`config.mk`:
```
export PLATFORM = sky130hd
export DESIGN_NAME = misr_signature_analyzer
export DESIGN_NICKNAME = d
export VERILOG_FILES = /design/src/rtl/misr_signature_analyzer.sv
export SDC_FILE = /design/constraint.sdc
export NUM_CORES = 1
export LEC_CHECK = 0
export ABC_AREA = 1
export CORE_MARGIN = 8
export CORE_UTILIZATION = 49
export CTS_CLUSTER_SIZE = 12
export DETAILED_ROUTE_END_ITERATION = 16
export PLACE_DENSITY = 0.79
export SLEW_MARGIN = 5
export SYNTH_ARGS = -nofsm -noshare
export SYNTH_HDL_FRONTEND = slang
export SYNTH_SLANG_ARGS = --single-unit
export TNS_END_PERCENT = 5
```
`constraint.sdc`:
```
create_clock -name clk -period 1.9 [get_ports clk]
set_input_delay 0.285 -clock clk [delete_from_list [all_inputs] [get_ports clk]]
set_output_delay 0.285 -clock clk [all_outputs]
set_load 0.1 [all_outputs]
```
`src/rtl/misr_signature_analyzer.sv`:
```
// MISR response compactor for the BIST chain.
// Folds NUM_PATTERNS words into a signature and compares it with golden.
module misr_signature_analyzer #(
  parameter int               WIDTH        = 7,
  parameter logic [WIDTH-1:0] POLY         = 7'h03,
  parameter int               NUM_PATTERNS = 127,
  parameter int               CNT_W        = 8
) (
  input  logic             clk,
  input  logic             rst_n,
  input  logic             start,
  input  logic [WIDTH-1:0] golden,
  input  logic             din_valid,
  input  logic [WIDTH-1:0] din,
  output logic             busy,
  output logic             done,
  output logic             pass,
  output logic [WIDTH-1:0] signature,
  output logic [CNT_W-1:0] count
);

  typedef enum logic [1:0] {
    IDLE,
    RUN,
    CHECK,
    DONE
  } state_t;

  localparam logic [CNT_W-1:0] LAST =
    CNT_W'(NUM_PATTERNS - 1);

  state_t           state_q, state_d;
  logic [WIDTH-1:0] sig_q, sig_d;
  logic [WIDTH-1:0] gold_q, gold_d;
  logic [CNT_W-1:0] cnt_q, cnt_d;
  logic             busy_q, busy_d;
  logic             done_q, done_d;
  logic             pass_q, pass_d;
  logic [WIDTH-1:0] misr_nxt;
  logic             fb;

  // Shift up, fold the MSB back through the taps, then absorb the word.
  always_comb begin
    fb       = sig_q[WIDTH-1];
    misr_nxt = {sig_q[WIDTH-2:0], 1'b0}
             ^ (POLY & {WIDTH{fb}})
             ^ din;
  end

  always_comb begin
    state_d = state_q;
    sig_d   = sig_q;
    gold_d  = gold_q;
    cnt_d   = cnt_q;
    busy_d  = busy_q;
    done_d  = done_q;
    pass_d  = pass_q;
    unique case (state_q)
      IDLE, DONE: begin
        if (start) begin
          sig_d   = '0;
          cnt_d   = '0;
          gold_d  = golden;
          done_d  = 1'b0;
          pass_d  = 1'b0;
          busy_d  = 1'b1;
          state_d = RUN;
        end
      end
      RUN: begin
        if (din_valid) begin
          sig_d = misr_nxt;
          cnt_d = cnt_q + 1'b1;
          if (cnt_q == LAST) state_d = CHECK;
        end
      end
      CHECK: begin
        pass_d  = (sig_q == gold_q);
        done_d  = 1'b1;
        busy_d  = 1'b0;
        state_d = DONE;
      end
      default: state_d = IDLE;
    endcase
  end

  always_ff @(posedge clk or negedge rst_n) begin
    if (!rst_n) begin
      state_q <= IDLE;
      sig_q   <= '0;
      gold_q  <= '0;
      cnt_q   <= '0;
      busy_q  <= 1'b0;
      done_q  <= 1'b0;
      pass_q  <= 1'b0;
    end else begin
      state_q <= state_d;
      sig_q   <= sig_d;
      gold_q  <= gold_d;
      cnt_q   <= cnt_d;
      busy_q  <= busy_d;
      done_q  <= done_d;
      pass_q  <= pass_d;
    end
  end

  assign busy      = busy_q;
  assign done      = done_q;
  assign pass      = pass_q;
  assign signature = sig_q;
  assign count     = cnt_q;

endmodule

```
* After elaboration in Yosys (flattened, before gate mapping)
Cells that the tools add are included.
** Cells by class
- Add/sub/neg operators :: 1
- Equality and inequality tests :: 8
- Mux-type cells :: 15
- Bitwise gates (word level) :: 2
- Reduce and logical (&&, ||, !) cells :: 8
** Operators with widths (count)
- $mux W8 :: 2
- $pmux W8 S2 :: 1
- $mux W7 :: 2
- $pmux W7 S2 :: 1
- $add A8 B1 Y8 const B :: 1
- $eq A8 B7 Y1 const B :: 1
- $eq A7 B7 Y1 :: 1
- $xor A7 B2 Y7 :: 1
- $xor A7 B7 Y7 :: 1
- $mux W2 :: 3
- $ne A2 B2 Y1 const B :: 3
- $pmux W1 S2 :: 3
- $pmux W2 S3 :: 1
- $reduce_and A3 Y1 :: 2
- $eq A2 B2 Y1 const B :: 2
- $reduce_and A2 Y1 :: 2
- $reduce_bool A2 Y1 :: 2
- $eq A2 B1 Y1 const B :: 1
- $logic_not A2 Y1 :: 1
- $mux W1 :: 2
- $reduce_or A2 Y1 :: 1
** Storage, ports and cells
- Register bits after elaboration :: 27
- Input port bits :: 18
- Output and inout port bits :: 18
- Logic and storage cells :: 41

* Longest topological paths before layout
- Depth in word-level cells :: 4
- Gate-level depth with buffers :: 10
- Gate-level depth less buffers :: 9

* Worst setup path before layout
Ideal clock, no wire load.
- Kind :: register to register
- From :: register cnt_q[1], in the netlist count[1]
- To :: register state_q[1]
- Library setup time :: 0.123 ns
- Arrival time :: 1.670 ns
- Required time :: 1.777 ns
- Path slack :: 0.107 ns
- Cell stages (with the launch flop) :: 9
- Path buffers :: 0
- Clock period less this slack :: 1.793 ns
- Cell sequence :: dfrtp_1 ha_1 nand2_1 nor2_1 nand2_1 nand2_1 nand2_2 nand2_1 o21ai_1
** Between the ends
- Word-level cells in the longest chain between the ends :: 3
** RTL lines
- start, declared :: line 35 : logic [CNT_W-1:0] cnt_q, cnt_d;
- start signal, assigned :: line 100 : cnt_q <= cnt_d;
- $eq A8 B7 Y1 :: line 74 : if (cnt_q == LAST) state_d = CHECK;
- $ne A2 B2 Y1 (no source line)
- $reduce_and A3 Y1 (no source line)
- end signal, assigned :: line 97 : state_q <= state_d;
- end, declared :: line 32 : state_t state_q, state_d;
Every way passes these cells.
A chain may end at the register's enable or synchronous reset.

* Worst setup path in the final report
- From :: register state_q[0]
- To :: register cnt_q[5], in the netlist count[5]
** Between the ends
- Word-level cells in the longest chain between the ends :: 4
- Elaborated cells on any way between the ends :: 9
- Classes of those cells :: 4 x eq/ne; 1 x mux; 4 x reduce/logical
** RTL lines
- $eq A2 B2 Y1 / $logic_not A2 Y1 (equally long branches) :: line 58 : unique case (state_q)
- $reduce_or A2 Y1 :: line 58
- $ne A2 B2 Y1 (no source line) / $reduce_bool A2 Y1 (equally long branches)
- $reduce_and A3 Y1 (no source line)
Several ways; a longest one is shown, not always the timed one.

==> metrics.cfg <==
[run_status]
status=complete, no violations

[critical_path]
reg2reg_to=count[5]
crit_start=state_q[0]
path_cells=inv_1 -> ha_1 -> nand2_1 -> nand2_4 -> nor2_4 -> buf_12 -> nand3_1 -> nand2_1 -> nor2_1
critical_path_cell_count=9
critPathMaxFanout=12
required_ps=2150
path_delay_family=simple AND/OR/NAND/NOR gates
worst_path_most_repeated_cell=nand2_1
reg2reg_from=state_q[0]
worst-setup-path-type=reg2reg
cpPeakStageDelay_ps=430
cp-endpoint=count[5]
worst-path-buf-inv=2
r2r_slack_ps=270
worst_r2r_path_depth=9
worstSetupEndpointType=flop
critPathLaunchType=flop
cp.arrival_ps=1880
cp_slowest_cell=dfrtp_1

[pwr]
p_switching_uw=1780
p_int_uw=1490
power_frac_seq_pct=29.0
pwr-share-clk_pct=7.9
peakVddDrop_mv=0.863
p_sw_share_pct=54.4
pwr-share-comb_pct=63.2
power_density_nw_per_um2=1710
p_leak_uw=0.000949

[clock_network]
numCtsBuffers=3
tritoncts=yes
clk_pin_slew_ps=150
hold_buffers=0
cts_sinks=27
cts-root-buf=clkbuf_4
cts_htree_levels=1
cts.path.max_buffers=2
clk-insertion-delay-late_ps=340

[sta]
rsz0062_at_grt=false
timing.fmax_mhz=612
finalCritPeriodShare_pct=86.0
tns_ps=0
hold_viol_final=0
post-route-min-period_ps=1630
setup_slack_ps=266
drv_slew=0
worst_slew_pin_slew_ps=348
finClkSkew_ps=7.56
maxSlewHeadroom_pct=76.8
setup_viol=0

[die]
die_y_um=70.8
die_w_um=70.8
coreArea_sq_um=2950
dieArea_sq_um=5020
start_util_pct=49.9
rows=20
num_io_pins=36

[placement]
hpwl_mm=2.51
place_inst=252
place_ws_ps=134
io_buffers=35
routabilityCongestion=0.923

[yosys]
yosys_register_bits=27
ys_warn_count=0
synthCells=186
yosysSeqAreaShare_pct=45.8
avgSynthCellArea_sq_um=7.92
synthesis.nets=209
netlist_area_sq_um=1470
ys_types=23

[finish]
n_antenna_cell=0
drive_gt1_share_pct=16.0
fin_cells=258
fin_util_pct=64.6
syn_to_final_growth_pct=29.5
finalNetCount=249

[detailed_routing]
drc=0
wl_per_cell_um=12.7
num_vias=1287
drtPass1Iterations=4
drt_wl_total_mm=3.27
initialDrtViolationCount=63
drtAntennaViolNets=0
vias_per_cell=4.99

[global_routing]
overflow=0
grt_antenna_before_repair=0
grt_pass1_vias=1195
grt_usage_pct=13.7
grt_max_degree=28
grt_first_pass_wirelength_mm=5.58

[worst_hold_path]
hp-class=in2async

[job]
drv_cap=0

[worst min-delay path by stage]
stage	endpoint	startpoint	slack [ps]
final	gold_q[2]	rst_n	300
after global routing	signature[4]	rst_n	340
after CTS	gold_q[2]	rst_n	310
after detailed placement	busy	busy	470
after global placement	pass	pass	470
after floorplan	busy	rst_n	-10
[metrics by stage]
step	hold WS, ps	area, sq um	total power [uW]
after floorplan	-10.6	1470	2480
after detailed placement	475	1850	2890
final	296	1910	3270
after global routing	335	1910	3510
after CTS	313	1880	3150
after global placement	467	1850	2850
[sequential cells by signal, indices dropped and copies added, names as in the netlist]
register / cells
count: 8
signature: 7
done: 1
busy: 1
state_q: 2
pass: 1
gold_q: 7
[worst reg2reg max path, cell delays in order (launching register included)]
cell and delay [ps]:
dfrtp_1 430, inv_1 60, ha_1 360, nand2_1 150
nand2_4 70, nor2_4 140, buf_12 140, nand3_1 80
nand2_1 80, nor2_1 40
[kinds of logic (layout without fill, tap and decap cells)]
logic type / count (synthesis) / after routing / synth area share (%)
AND/OR/NAND/NOR: 89 / 89 / 26.5
buffers and inverters: 30 / 69 / 8.74
flip-flops: 27 / 27 / 45.8
AO/OA/AOI/OAI: 26 / 26 / 9.34
XOR/XNOR: 9 / 9 / 5.35
adder cells (fa/ha/maj): 5 / 5 / 4.24
[timing repair]
action | CTS | global route
buffers inserted | 0 | 2
resized for setup | 0 | 1
setup endpoints to repair | 0 | 8
[layout by cell type (no fill, tap or decap), types with 3 or more instances in the layout]
cell type,n
nand2_1,61
buf_4,16
nor2_1,8
buf_12,5
nand4_1,5
a21oi_1,3
inv_1,26
nand3_1,6
dfrtp_1,27
o21ai_1,4
ha_1,4
clkbuf_4,3
o22ai_1,3
xnor2_1,7
o21ai_0,15
clkdlybuf4s50_1,17
[final cells by class]
type | instances | area [sq um]
fill | 266 | 1040
sequential | 27 | 676
multi-input combinational | 129 | 672
timing repair buffer | 38 | 390
inverter | 27 | 101
tap | 33 | 41.3
clock buffer | 3 | 22.5
clock inverter | 1 | 5.00
[Yosys cell counts (all sizes together)]
master	instances	share of area (%)
o21ai	19	6.5
xnor2	7	4.2
nor3	1	0.34
dfrtp	27	46
o22ai	3	1.3
ha	5	4.2
a21oi	4	1.6
xor2	2	1.2
buf	3	1.9
nand3	6	2.0
or2	2	0.85
inv	27	6.9
nand4	5	2.1
nor2	10	3.2
nand2	65	18
[per-layer routing]
layer	global-route usage [%]	vias to the layer above	wire [um]
met5	0	-	0
met4	4.16	0	53
li1	-	662	-
met1	15.9	594	1470
met3	3.95	4	174
met2	23.5	27	1570
[power groups by stage]
stage	Clock (uW)	Sequential (uW)	Combinational, uW
after detailed placement	0	958	1930
final	258	946	2060
after floorplan	0	1550	927
after CTS	259	944	1940
after global routing	280	973	2250
after global placement	0	950	1900
Note: power is estimated with default switching activity, not from simulation.
